File: src/rtl/lotr_pkg.sv
// Shared types and defaults for the LOTR end-of-test snapshot engine.
// Beat fields are sized for the widest supported configuration
// (32-bit data/address, up to 16 tiles); narrower users zero-extend.
package lotr_pkg;

  localparam int SNAP_DATA_W = 32;
  localparam int SNAP_ADDR_W = 32;
  localparam int SNAP_TILE_W = 4;

  localparam logic [SNAP_ADDR_W-1:0] SNAP_REGION_BASE    = 32'h0040_0F00;
  localparam int                     SNAP_REGION_WORDS   = 64;
  localparam int                     SNAP_TIMEOUT_CYCLES = 30000;

  typedef enum logic [2:0] {
    SNAP_IDLE,
    SNAP_REQ,
    SNAP_WAIT,
    SNAP_PUSH,
    SNAP_DONE
  } snap_state_t;

  typedef struct packed {
    logic [SNAP_DATA_W-1:0] data;
    logic [SNAP_ADDR_W-1:0] addr;
    logic [SNAP_TILE_W-1:0] tile;
    logic                   last;
  } snap_beat_t;

endpackage

File: src/rtl/lotr_snapshot_ctrl_if.sv
// Memory-read request bus and dump stream of the snapshot engine.
// The master side is the engine; the slave side is the tile memory mux
// plus the debug bridge that sinks the stream.
interface lotr_snapshot_ctrl_if #(
  parameter int DATA_W = 32,
  parameter int ADDR_W = 32,
  parameter int TILE_W = 1
);

  logic              MemRdEnH;
  logic [TILE_W-1:0] MemRdTile;
  logic [ADDR_W-1:0] MemRdAddr;
  logic [DATA_W-1:0] MemRdData;

  logic              OutValidH;
  logic              OutReadyH;
  logic [DATA_W-1:0] OutData;
  logic [ADDR_W-1:0] OutAddr;
  logic [TILE_W-1:0] OutTile;
  logic              OutLastH;

  modport master (
    output MemRdEnH, MemRdTile, MemRdAddr,
    input  MemRdData,
    output OutValidH, OutData, OutAddr, OutTile, OutLastH,
    input  OutReadyH
  );

  modport slave (
    input  MemRdEnH, MemRdTile, MemRdAddr,
    output MemRdData,
    input  OutValidH, OutData, OutAddr, OutTile, OutLastH,
    output OutReadyH
  );

endinterface

File: src/rtl/lotr_snapshot_wdog.sv
// Purpose: idle-cycle watchdog counter with clear and expiry compare.
// Latency: expired is combinational from the registered count.
// Backpressure: none; the owner gates inc and stops counting at expiry.
module lotr_snapshot_wdog
  import lotr_pkg::*;
#(
  parameter int TIMEOUT_CYCLES = SNAP_TIMEOUT_CYCLES
) (
  input  logic QClk,
  input  logic RstQnnnL,
  input  logic inc,
  input  logic clr,
  output logic expired
);

  localparam int CNT_W = $clog2(TIMEOUT_CYCLES);

  logic [CNT_W-1:0] cnt;

  // Count enabled idle cycles; clear wins over increment.
  always_ff @(posedge QClk or negedge RstQnnnL) begin
    if (!RstQnnnL) begin
      cnt <= '0;
    end else if (clr) begin
      cnt <= '0;
    end else if (inc) begin
      cnt <= cnt + 1'b1;
    end
  end

  assign expired = (cnt == CNT_W'(TIMEOUT_CYCLES - 1));

endmodule

File: src/rtl/lotr_snapshot_ctrl.sv
// Purpose: walk a fixed memory region in every tile and stream each word out.
// Latency: read strobe 1 cycle after trigger, first beat 3 cycles after; 1 beat per 3 cycles.
// Backpressure: PUSH holds beat stable until OutReadyH; one read outstanding, no buffering.
module lotr_snapshot_ctrl
  import lotr_pkg::*;
#(
  parameter int                NUM_TILE       = 2,
  parameter int                DATA_W         = SNAP_DATA_W,
  parameter int                ADDR_W         = SNAP_ADDR_W,
  parameter logic [ADDR_W-1:0] REGION_BASE    = SNAP_REGION_BASE,
  parameter int                REGION_WORDS   = SNAP_REGION_WORDS,
  parameter int                TIMEOUT_CYCLES = SNAP_TIMEOUT_CYCLES
) (
  input  logic                 QClk,
  input  logic                 RstQnnnL,
  input  logic                 StartH,
  input  logic                 EnTimeoutH,
  input  logic                 ClrH,
  lotr_snapshot_ctrl_if.master bus,
  output logic                 BusyH,
  output logic                 DoneH,
  output logic                 TimeoutH
);

  localparam int TILE_W = (NUM_TILE > 1) ? $clog2(NUM_TILE) : 1;
  localparam int WORD_W = (REGION_WORDS > 1) ? $clog2(REGION_WORDS) : 1;
  localparam logic [TILE_W-1:0] LAST_TILE = TILE_W'(NUM_TILE - 1);
  localparam logic [WORD_W-1:0] LAST_WORD = WORD_W'(REGION_WORDS - 1);

  snap_state_t       state, state_nxt;
  logic [TILE_W-1:0] tile;
  logic [WORD_W-1:0] word;
  logic [ADDR_W-1:0] rd_addr;
  snap_beat_t        hold;
  logic              wdog_inc, wdog_clr, wdog_expired;
  logic              timeout_set, timeout_clr;

  // Byte address wraps naturally at ADDR_W bits.
  assign rd_addr = REGION_BASE + (ADDR_W'(word) << 2);

  lotr_snapshot_wdog #(
    .TIMEOUT_CYCLES(TIMEOUT_CYCLES)
  ) u_wdog (
    .QClk    (QClk),
    .RstQnnnL(RstQnnnL),
    .inc     (wdog_inc),
    .clr     (wdog_clr),
    .expired (wdog_expired)
  );

  // State register.
  always_ff @(posedge QClk or negedge RstQnnnL) begin
    if (!RstQnnnL) begin
      state <= SNAP_IDLE;
    end else begin
      state <= state_nxt;
    end
  end

  // Next state, read strobe, stream valid and watchdog/cause controls.
  always_comb begin
    state_nxt     = state;
    wdog_inc      = 1'b0;
    wdog_clr      = 1'b0;
    timeout_set   = 1'b0;
    timeout_clr   = 1'b0;
    bus.MemRdEnH  = 1'b0;
    bus.MemRdTile = '0;
    bus.MemRdAddr = '0;
    bus.OutValidH = 1'b0;
    bus.OutLastH  = 1'b0;
    case (state)
      SNAP_IDLE: begin
        // Stop counting once expired so the count never passes the limit.
        wdog_inc = EnTimeoutH && !wdog_expired;
        if (StartH) begin
          state_nxt   = SNAP_REQ;
          timeout_clr = 1'b1;
        end else if (EnTimeoutH && wdog_expired) begin
          state_nxt   = SNAP_REQ;
          timeout_set = 1'b1;
        end
      end
      SNAP_REQ: begin
        bus.MemRdEnH  = 1'b1;
        bus.MemRdTile = tile;
        bus.MemRdAddr = rd_addr;
        state_nxt     = SNAP_WAIT;
      end
      SNAP_WAIT: begin
        state_nxt = SNAP_PUSH;
      end
      SNAP_PUSH: begin
        bus.OutValidH = 1'b1;
        bus.OutLastH  = hold.last;
        if (bus.OutReadyH) begin
          state_nxt = hold.last ? SNAP_DONE : SNAP_REQ;
        end
      end
      SNAP_DONE: begin
        if (ClrH) begin
          state_nxt   = SNAP_IDLE;
          wdog_clr    = 1'b1;
          timeout_clr = 1'b1;
        end
      end
      default: state_nxt = SNAP_IDLE;
    endcase
  end

  // Word/tile walk: advance on each accepted non-final beat, rewind in DONE.
  always_ff @(posedge QClk or negedge RstQnnnL) begin
    if (!RstQnnnL) begin
      tile <= '0;
      word <= '0;
    end else if (state == SNAP_DONE) begin
      tile <= '0;
      word <= '0;
    end else if (state == SNAP_PUSH && bus.OutReadyH && !hold.last) begin
      if (word == LAST_WORD) begin
        word <= '0;
        tile <= tile + 1'b1;
      end else begin
        word <= word + 1'b1;
      end
    end
  end

  // Capture the returning read word with its origin while in WAIT.
  always_ff @(posedge QClk or negedge RstQnnnL) begin
    if (!RstQnnnL) begin
      hold <= '0;
    end else if (state == SNAP_WAIT) begin
      hold.data <= SNAP_DATA_W'(bus.MemRdData);
      hold.addr <= SNAP_ADDR_W'(rd_addr);
      hold.tile <= SNAP_TILE_W'(tile);
      hold.last <= (tile == LAST_TILE) && (word == LAST_WORD);
    end
  end

  // Sticky cause flag: set by watchdog trigger, cleared by StartH or ClrH.
  always_ff @(posedge QClk or negedge RstQnnnL) begin
    if (!RstQnnnL) begin
      TimeoutH <= 1'b0;
    end else if (timeout_set) begin
      TimeoutH <= 1'b1;
    end else if (timeout_clr) begin
      TimeoutH <= 1'b0;
    end
  end

  assign bus.OutData = DATA_W'(hold.data);
  assign bus.OutAddr = ADDR_W'(hold.addr);
  assign bus.OutTile = hold.tile[TILE_W-1:0];
  assign BusyH       = (state == SNAP_REQ) || (state == SNAP_WAIT) || (state == SNAP_PUSH);
  assign DoneH       = (state == SNAP_DONE);

endmodule

File: src/flat_wrapper.sv
// flat-port wrapper written by rule: the top's interface ports become plain ports
module lotr_snapshot_ctrl_flat import lotr_pkg::*;
#(
  parameter int                NUM_TILE       = 2,
  parameter int                DATA_W         = SNAP_DATA_W,
  parameter int                ADDR_W         = SNAP_ADDR_W,
  parameter logic [ADDR_W-1:0] REGION_BASE    = SNAP_REGION_BASE,
  parameter int                REGION_WORDS   = SNAP_REGION_WORDS,
  parameter int                TIMEOUT_CYCLES = SNAP_TIMEOUT_CYCLES
)
  (QClk, RstQnnnL, StartH, EnTimeoutH, ClrH, BusyH, DoneH, TimeoutH, bus_MemRdEnH, bus_MemRdTile, bus_MemRdAddr, bus_MemRdData, bus_OutValidH, bus_OutData, bus_OutAddr, bus_OutTile, bus_OutLastH, bus_OutReadyH);
  lotr_snapshot_ctrl_if #(.DATA_W(DATA_W), .ADDR_W(ADDR_W), .TILE_W((1))) bus_i ();
  input  logic QClk;
  input  logic RstQnnnL;
  input  logic StartH;
  input  logic EnTimeoutH;
  input  logic ClrH;
  output logic BusyH;
  output logic DoneH;
  output logic TimeoutH;
  output wire logic [$bits(bus_i.MemRdEnH)-1:0] bus_MemRdEnH;
  output wire logic [$bits(bus_i.MemRdTile)-1:0] bus_MemRdTile;
  output wire logic [$bits(bus_i.MemRdAddr)-1:0] bus_MemRdAddr;
  input wire logic [$bits(bus_i.MemRdData)-1:0] bus_MemRdData;
  output wire logic [$bits(bus_i.OutValidH)-1:0] bus_OutValidH;
  output wire logic [$bits(bus_i.OutData)-1:0] bus_OutData;
  output wire logic [$bits(bus_i.OutAddr)-1:0] bus_OutAddr;
  output wire logic [$bits(bus_i.OutTile)-1:0] bus_OutTile;
  output wire logic [$bits(bus_i.OutLastH)-1:0] bus_OutLastH;
  input wire logic [$bits(bus_i.OutReadyH)-1:0] bus_OutReadyH;
  assign bus_MemRdEnH = bus_i.MemRdEnH;
  assign bus_MemRdTile = bus_i.MemRdTile;
  assign bus_MemRdAddr = bus_i.MemRdAddr;
  assign bus_i.MemRdData = bus_MemRdData;
  assign bus_OutValidH = bus_i.OutValidH;
  assign bus_OutData = bus_i.OutData;
  assign bus_OutAddr = bus_i.OutAddr;
  assign bus_OutTile = bus_i.OutTile;
  assign bus_OutLastH = bus_i.OutLastH;
  assign bus_i.OutReadyH = bus_OutReadyH;
  lotr_snapshot_ctrl #(.NUM_TILE(NUM_TILE), .DATA_W(DATA_W), .ADDR_W(ADDR_W), .REGION_BASE(REGION_BASE), .REGION_WORDS(REGION_WORDS), .TIMEOUT_CYCLES(TIMEOUT_CYCLES)) u_core (.QClk(QClk), .RstQnnnL(RstQnnnL), .StartH(StartH), .EnTimeoutH(EnTimeoutH), .ClrH(ClrH), .bus(bus_i), .BusyH(BusyH), .DoneH(DoneH), .TimeoutH(TimeoutH));
endmodule
File: config.mk
export PLATFORM = sky130hd
export DESIGN_NAME = lotr_snapshot_ctrl_flat
export DESIGN_NICKNAME = d
export VERILOG_FILES = /design/src/rtl/lotr_pkg.sv /design/src/rtl/lotr_snapshot_ctrl_if.sv /design/src/rtl/lotr_snapshot_wdog.sv /design/src/rtl/lotr_snapshot_ctrl.sv /design/src/flat_wrapper.sv
export SDC_FILE = /design/constraint.sdc
export NUM_CORES = 1
export LEC_CHECK = 0
export BUFFER_PORTS_ARGS = -buffer_cell sky130_fd_sc_hd__buf_2
export CORE_AREA = 8 8 93 95
export DETAILED_ROUTE_END_ITERATION = 6
export DIE_AREA = 0 0 101 103
export GPL_TIMING_DRIVEN = 0
export PLACE_DENSITY = 0.84
export SKIP_CTS_REPAIR_TIMING = 1
export SYNTH_ARGS = -nofsm -noshare
export SYNTH_HDL_FRONTEND = slang
export SYNTH_HIERARCHICAL = 1
export SYNTH_SLANG_ARGS = --single-unit
File: constraint.sdc
create_clock -name QClk -period 7.2 [get_ports QClk]
set_clock_uncertainty 0.05 [all_clocks]
set_input_delay 1.08 -clock QClk [delete_from_list [all_inputs] [get_ports QClk]]
set_output_delay 1.08 -clock QClk [all_outputs]
set_load 0.1 [all_outputs]
* Word level (Yosys, flattened, before mapping) *
Index checks and enable logic that the tools add are counted.

storage, ports and cells
  word-level logic and storage cells = 67
  flip-flop bits (word level) = 92

cells by class
  eq/ne operators = 9
  reduce and logical (&&, ||, !) cells = 16
  multiplexer cells = 29
  add/sub/neg operators = 4

operators with widths
  operator                 number
  $mux W32                 1
  $mux W15                 2
  $add A23 B8 Y24 const A  1
  $mux W6                  3
  $mux W1                  16
  $add A15 B1 Y15 const B  1
  $eq A15 B15 Y1 const B   1
  $mux W3                  5
  $pmux W3 S5              1
  $reduce_bool A2 Y1       4
  $add A6 B1 Y6 const B    1
  $eq A3 B2 Y1 const B     2
  $eq A6 B6 Y1 const B     1
  $logic_and A1 B1 Y1      5
  $ne A2 B2 Y1 const B     2
  $eq A3 B1 Y1 const B     1
  $eq A3 B3 Y1 const B     1
  $logic_not A3 Y1         1
  $ne A3 B2 Y1 const B     1
  $reduce_and A3 Y1        1
  $logic_not A1 Y1         2
  $logic_or A1 B1 Y1       2
  $pmux W1 S2              1
  $reduce_and A2 Y1        1
  $add A1 B1 Y1 const B    1

* Longest topological paths before layout *
Gate-level depths: netlist of the first run.

  word-level depth = 6
  mapped depth = 9
  depth with buffers taken out = 8

* Modules after synthesis *
The synthesis of the first run kept the hierarchy.

modules (own cells, without submodules)
  module              cells an instance  sequential area each (µm²)  times used  area each (µm²)
  lotr_snapshot_ctrl  263                1301.2                      1           2929.1
  lotr_snapshot_wdog  84                 375.4                       1           785.8

* Worst setup path after synthesis of the first run *
Ideal clock, no wire load.

  path type = register to output
  from = register u_core.state[2]
  to = output bus_MemRdAddr[2]
  path slack = 3.107 ns
  data arrival time = 2.963 ns
  stages on the path, launching flop included = 4
  cell sequence = dfrtp_1 buf_2 nor3b_2 and2_1

between the ends
  longest elaborated chain between the ends = 2

RTL lines
  element                 RTL line                  source
  from (decl)             lotr_snapshot_ctrl.sv:30  snap_state_t state, state_nxt;
  from (signal assigned)  lotr_snapshot_ctrl.sv:56  state <= state_nxt;
  $eq A3 B1 Y1            lotr_snapshot_ctrl.sv:72  case (state)
  $mux W32                lotr_snapshot_ctrl.sv:72
  to (decl)               flat_wrapper.sv:23        output wire logic [$bits(bus_i.MemRdAddr)-1:0] bus_MemRdAddr;

No other way between the ends.

* Worst setup path in the final report of the first run *
  from = register u_core.state[2]
  to = output bus_MemRdTile

between the ends
  longest elaborated chain between the ends = 2

RTL lines
  element       RTL line                  source
  $eq A3 B1 Y1  lotr_snapshot_ctrl.sv:72
  $mux W1       lotr_snapshot_ctrl.sv:72
  to (decl)     flat_wrapper.sv:22        output wire logic [$bits(bus_i.MemRdTile)-1:0] bus_MemRdTile;

No other way between the ends.

==> results of run 1 <==
## metal layers
layer | up-vias | GRT usage
met5 | - | 0
met4 | 0 | 0.0790
met3 | 12 | 0.0594
met2 | 110 | 0.279
met1 | 1294 | 0.181
li1 | 1351 | -
## worst max path at each step
stage,depth (start not counted),to,startpoint
floorplan,3,bus_MemRdAddr[2],u_core/state[2]
global placement,9,u_core/u_wdog/cnt[14],u_core/u_wdog/cnt[6]
detailed placement,9,u_core/u_wdog/cnt[14],u_core/u_wdog/cnt[6]
CTS,4,bus_MemRdTile,u_core/state[2]
global route,4,bus_MemRdTile,u_core/state[2]
finish,4,bus_MemRdTile,u_core/state[2]
## sequential cells by signal (all words and copies together) (netlist names)
| signal | cells |
|---|---|
| u_core/state | 3 |
| u_core/bus.OutData | 32 |
| u_core/bus.OutTile | 1 |
| u_core/tile | 1 |
| u_core/bus.OutAddr | 7 |
| u_core/TimeoutH | 1 |
| u_core/word | 6 |
| u_core/hold | 1 |
| u_core/u_wdog/cnt | 15 |
## cells by family (layout without fill, tap and decap cells)
group | count (synthesis) | count (layout) | synth area share
adder cells (fa/ha/maj) | 2 | 2 | 0.00674
buffers and inverters | 109 | 224 | 0.207
AND/OR/NAND/NOR | 89 | 89 | 0.135
XOR/XNOR | 10 | 10 | 0.0236
flip-flops | 67 | 67 | 0.451
multiplexers | 42 | 42 | 0.126
other | 1 | 42 | 0.00101
AO/OA/AOI/OAI | 27 | 27 | 0.0485
## worst reg2reg max path, cell delays in order, from the launching register on
cell and delay, ps:
sky130_fd_sc_hd__dfrtp_1 440, sky130_fd_sc_hd__or4b_1 530, sky130_fd_sc_hd__or4_1 510, sky130_fd_sc_hd__nor4_2 280
sky130_fd_sc_hd__nor3_1 90, sky130_fd_sc_hd__buf_2 180, sky130_fd_sc_hd__o21ai_2 330, sky130_fd_sc_hd__nor4_2 120
sky130_fd_sc_hd__nand3_1 120, sky130_fd_sc_hd__mux2_2 340
## placed cells by master (no fill, tap or decap), drive strengths merged, types with 4 or more instances in the layout
cell type / n
conb: 42
nand2: 12
nor4: 5
o21ai: 6
inv: 7
nor3: 7
clkbuf: 13
dfrtp: 67
a21oi: 8
and2: 8
nand2b: 5
xnor2: 8
and3: 4
nand4: 4
nor2: 21
nand3: 9
mux2: 39
buf: 200
## metrics by stage
stage          hold slack, ps  std cells  worst slack, ps
5_1_grt                   479        602             3670
3_3_place_gp              439        586             4230
2_1_floorplan             432        388             3110
6_report                  458        602             3850
3_5_place_dp              447        586             4190
4_1_cts                   462        602             3850
## area by class of cell
cell class | instances | area, um2 | share of cell area
buffer | 102 | 743 | 0.159
clock buffer | 12 | 145 | 0.0310
clock inverter | 4 | 50.0 | 0.0107
inverter | 7 | 26.3 | 0.00561
multi-input combinational | 212 | 1420 | 0.304
sequential | 67 | 1680 | 0.358
tap | 99 | 124 | 0.0264
timing repair buffer | 99 | 498 | 0.106
==> metrics list, run 1 <==
- Most frequent CP cell: sky130_fd_sc_hd__buf_2
- Biggest area contributors in the synthesized netlist: sky130_fd_sc_hd__dfrtp_1, sky130_fd_sc_hd__buf_4, sky130_fd_sc_hd__mux2_2
* Worst hold path class: reg -> reg
- I/O pin total: 142
- The synthesized design contains 67 register bits.
- Most common flop cell mapped by yosys: sky130_fd_sc_hd__dfrtp_1
- Sinks on Clock Net: 67
* Clock Pin Slew Worst Setup and Hold Paths: 70 ps
* Post-placement cell area: 4490 um2
* Post-detailed-route DRC marker count: 0
- Wire segments on met2 add up to 4.06 mm in the final route.
* Hold Vio Cnt, Final: 0
- Share of layout cells above drive strength 1: 0.527
- Most common library cells after synthesis: sky130_fd_sc_hd__buf_4, sky130_fd_sc_hd__dfrtp_1, sky130_fd_sc_hd__mux2_2
- The number of cells on the worst reg-to-reg path is 9.
* Most area-hungry cell type in the Yosys netlist: sky130_fd_sc_hd__dfrtp_1
* Cell with the most instances after synthesis: sky130_fd_sc_hd__buf_4
* Layout fillers: 565
- The tool flagged a number of max-cap violations equal to 0.
* Register area share after synthesis: 0.451
* Data required time of the critical path: 6070 ps
- Tmin final: 3350 ps
* Cell area after layout: 4690 um2
- In the finished design, the share of the clock period the worst path needs comes to 0.465.
- Entering global routing, the biggest net connects 68 pins.
* Cell-by-cell listing of the critical path: buf_2 -> nor3b_2 -> and2_1 -> buf_2
- Mapped Avg Cell Area: 10.7 um2
- R2R Setup Slk: 4120 ps
- In this run the critical register-to-register path is captured at u_core/u_wdog/cnt[14].
- Final standard cell utilization of the core: 0.657
- The initialized floorplan defines 31 standard-cell rows.
- Summed over all layers, the global routing overflow is 0.
- Wires add up to 8.39 mm.
- Final weighted congestion of routability-driven global placement: 0.791
- Worst Setup End Kind: output pin
- Setup TNS: 0 ps
- The repair_antennas step left the layout with diodes totalling 0.
* Area fraction of the dominant cell type after synthesis: 0.451
- In the global route stage, overall resource usage came out at 0.165.
- The cell area that synthesis handed to floorplanning was 3710 um2.
- The slowest stage of the critical path is the sky130_fd_sc_hd__nor3b_2 cell.
- DIE HEIGHT: 103 um
* Maximum fanout along the worst path: 13
* Total count of max-transition violations in the final report: 0
* Area of the die: 10400 um2
- The wire-length estimate of the detail-placed layout is 6.56 mm.
* Endpoint of the worst hold path: u_core/bus.OutData[10]
- Antenna violation net count after detailed routing: 0
- Count of yosys warnings during synthesis: 6
* Top layer reached by signal wires: met4
- Critical path class: reg -> out
* Maximum frequency from static timing analysis: 0.299 GHz
- In this run the critical register-to-register path is launched from u_core/u_wdog/cnt[6].
- Number of synthesized flops with an enable pin: 0
- Nets@finish: 538
* Startpoint of the worst hold path: u_core/bus.OutData[10]
- Number of antenna violations at the first check in global routing: 0
- Met1 wire length: 3.42 mm
- For this block, the initial DRC count from the detailed router was 145.
- Die width: 101 um
- Transition time of the tightest slew-check pin: 825 ps
- Compared with the post-synthesis result, the final layout area differs by 26.1%.
* Kind of start point of the critical path: flop
* Remaining max-slew budget at the tightest pin: 0.450
* Count of distinct cell types in the synthesized netlist: 48
* H-tree levels: 3
- Counting instances, the worst hold path has a depth of 1.
- For this configuration, the core starts out at a cell density of 0.521.
* Fraction of synthesis flops using an asynchronous set or reset pin: 1.00
- Core ar.: 7140 um2
- Vias in the first global route: 2861
- Buffers inserted during clock tree synthesis total 9.
- At the worst endpoint, the arrival time is 2220 ps.
* Gate count after technology mapping: 347
- Counting along the longest clock path gives a buffer depth of 2.
- TritonCTS built the clock tree.
* RSZ-0062 raised after global routing: no
- Result of the run: complete, no violations
- The detailed router placed 2767 vias in this run.
- Insertion delay of the later-clocked pin in the worst-skew pair: 350 ps
* Met3 routed WL: 759 um
- The first global-routing pass estimated 13.4 mm of wire.
- Before antenna repair, the detailed router went through 4 iterations.
* Port Buffers: 99
* Highest cell delay on the worst timing path: 570 ps
* CTS root buffer: sky130_fd_sc_hd__clkbuf_8
- Average wire per standard cell: 13.9 um
- Number of buffers and inverters on the critical path: 2
- Setup violations remaining at the end of the flow were counted as 0.
- Detail-routed via count per cell: 4.60
- Kind of cell adding the most delay to the critical path: simple AND/OR/NAND/NOR gates
Power of run 1 is left out: the tool's default activity adds up to more than one toggle a clock period on the data nets, which glitch-free logic cannot reach.
==> inputs of run 2 (changes only) <==
Settings changed: CORE_AREA 8 8 93 95 to 8 8 97 99, DIE_AREA 0 0 101 103 to 0 0 105 107, PLACE_DENSITY 0.84 to 0.78.
Clock period 7.2 ns to 3.32 ns, I/O delays scaled along.
==> run 2 against run 1 <==
  * Hold slack got worse by 280 ps
  * Critical path type is now reg -> reg
  * Count of clock-buffer cells in the layout unchanged
  * Global-route usage is 2.6 points lower
  * Worst setup slack got worse by 3500 ps
  * Critical endpoint is now u_core/u_wdog/cnt[14]
  * Final cell count increased by 0.66%
==> metrics list, run 2 (synthesis results as in run 1) <==
- The run finished with clean final reports.
- I/O pin total: 142 (unchanged)
- Final antenna diode count: 0 (unchanged)
- The total wire length after detailed routing came to 7.84 mm (-6.6%).
* Cell-by-cell listing of the critical path: or4b_1 -> or4_1 -> nor4_2 -> nor3_1 -> buf_2 -> o21ai_2 -> nor4_2 -> nand3_1 -> mux2_2
* Number of buffers added by the clock tree synthesis step: 9 (unchanged)
- Kind of start point of the critical path: flop
- RSZ-0062 raised after global routing: no
* Iteration-0 DRC Markers: 278 (+92%)
- The total vias in the final route came to 2708 (-2.1%).
- Met3 GRT Util: 0.0558 (-0.00363)
- Maximum frequency from static timing analysis: 0.333 GHz
* Top library cells by usage in the layout, fill and taps aside: sky130_fd_sc_hd__buf_2, sky130_fd_sc_hd__buf_4, sky130_fd_sc_hd__dfrtp_1
- The peak per-stage delay on the critical path is 520 ps (-50 ps).
- Detail-routed via count per cell: 4.47 (-2.8%)
- The starting utilization of the core area is 0.469 (-0.0519).
- Most frequent CP cell: sky130_fd_sc_hd__nor4_2
* Leading cell type in the layout, fill and taps excluded: sky130_fd_sc_hd__buf_2
- Syn-to-layout area delta: 26.6%
- H-tree levels: 3 (unchanged)
- Estimated wirelength of the detail-placed design: 6.08 mm (-7.3%)
- The global router's overall resource usage was 0.139 (-0.0260).
- The critical path data required time is 3480 ps (-2590 ps).
* Number of buffers and inverters on the critical path: 1 (-1)
* Max-capacitance violation count: 0 (unchanged)
* Transition time of the tightest slew-check pin: 818 ps (-6.95 ps)
- The number of flip-flops in the largest register came to 32 (unchanged).
- Sinks on Clock Net: 67 (unchanged)
- Cell with the biggest individual delay on the critical path: sky130_fd_sc_hd__or4b_1
- The number of port buffers came to 99 (unchanged).
- The post-CTS clock slew at the launch and capture registers of the worst setup and hold paths came to 70 ps (about the same).
- The worst register-to-register path ends at u_core/u_wdog/cnt[14].
- The worst max-slew margin expressed relative to the limit came to 0.455 (+0.00463).
- Sequential cell area: 1680 um2 (unchanged)
- Grt peak-use layer: met2
- Average wire per standard cell: 12.9 um (-7.2%)
- The startpoint identified for the worst register-to-register timing path is u_core/u_wdog/cnt[6].
- Layout fillers: 682 (+21%)
* Final count of negative-setup-slack endpoints: 0 (unchanged)
* Path length in cells of the critical path: 9 (+5)
- Vias in the first global route: 2680 (-6.3%)
- Setup TNS: 0 ps (unchanged)
- Area of the die: 11200 um2 (+8.0%)
- The maximum number of pins on one net before global-route repair came to 68 (unchanged).
* Count of standard-cell rows: 33 (+6.5%)
* DIE HEIGHT: 107 um (+3.9%)
- Antenna violation net count after detailed routing: 0 (unchanged)
* Final weighted congestion of routability-driven global placement: 0.808 (+2.1%)
- Share of layout cells above drive strength 1: 0.529 (+0.00210)
- The total grt overflow is 0 (unchanged).
- The worst-case reg-to-reg path depth was 9 (unchanged).
* Number of antenna violations at the first check in global routing: 0 (unchanged)
* TritonCTS clock tree: done
* Global routing usage on met2: 0.229 (-0.0498)
* CTS root buffer: sky130_fd_sc_hd__clkbuf_8
- The setup slack of the worst register-to-register path is 310 ps (-3810 ps).
- The smallest clock period supported by the final layout is computed as 3010 ps.
- The worst setup path is captured at a flop.
* Area used by multi-input combinational logic: 1430 um2 (+0.44%)
- Final clock period utilization by the worst path: 0.905
* Hold Vio Cnt, Final: 0 (unchanged)
- The worst path arrival time came to 3170 ps (+950 ps).
- Maximum fanout along the worst path: 8 (-5)
- Kind of cell adding the most delay to the critical path: simple AND/OR/NAND/NOR gates
- Die width: 105 um (+4.0%)
- The area of the core came to 7930 um2 (+11%).
- Total count of max-transition violations in the final report: 0 (unchanged)
- 1st-pass router iterations: 4 (unchanged)
* Nets@finish: 538 (unchanged)
- Global-route wire length before repair: 12.8 mm (-4.6%)
* Met1 track demand over resource: 0.158 (-0.0230)
- The maximum number of buffers from clock root to sink is 2 (unchanged).
* Insertion delay of the later-clocked pin in the worst-skew pair: 330 ps (-20 ps)
- The path class of the tightest hold or removal check is in -> async.
* Post-detailed-route DRC marker count: 0 (unchanged)
* Critical path class: reg -> reg
## run 2: cell types whose count changed in the layout (fill, tap and decap cells not counted)
cell / delta
sky130_fd_sc_hd__nor3b_4: +1
sky130_fd_sc_hd__nor3b_2: -1
sky130_fd_sc_hd__clkbuf_8: +2
sky130_fd_sc_hd__clkinvlp_4: -2
sky130_fd_sc_hd__clkbuf_1: -2
## run 2: worst max path at each step
| stage | from | end | slack, ps |
|---|---|---|---|
| floorplan | u_core/state[2] | bus_MemRdAddr[2] | 310 |
| global placement | u_core/u_wdog/cnt[6] | u_core/u_wdog/cnt[14] | 360 |
| detailed placement | u_core/u_wdog/cnt[6] | u_core/u_wdog/cnt[14] | 330 |
| CTS | u_core/u_wdog/cnt[6] | u_core/u_wdog/cnt[14] | 320 |
| global route | u_core/u_wdog/cnt[6] | u_core/u_wdog/cnt[14] | 200 |
| finish | u_core/u_wdog/cnt[6] | u_core/u_wdog/cnt[14] | 310 |
## run 2: area by class of cell
class	instances	area share
clock inverter	2	0.00745
clock buffer	12	0.0351
sequential	67	0.356
inverter	7	0.00559
buffer	102	0.158
tap	105	0.0279
multi-input combinational	212	0.304
timing repair buffer	99	0.106
## run 2: routing by layer
layer  routed length (um)  share of wire
met5                    0              0
met4                   97          0.012
met2                 3910           0.50
met3                  709          0.090
met1                 3120           0.40
## run 2: through the flow
step           std cells  hold WS [ps]  cell area (um2)  utilization  worst slack, ps
2_1_floorplan        388           152             3870            -              309
3_3_place_gp         592           439             4500        0.568              360
3_5_place_dp         592           447             4500        0.568              335
4_1_cts              606           228             4700        0.593              318
5_1_grt              606           275             4700        0.593              196
6_report             606           180             4700        0.593              314
Power of run 2 is left out for the same reason.
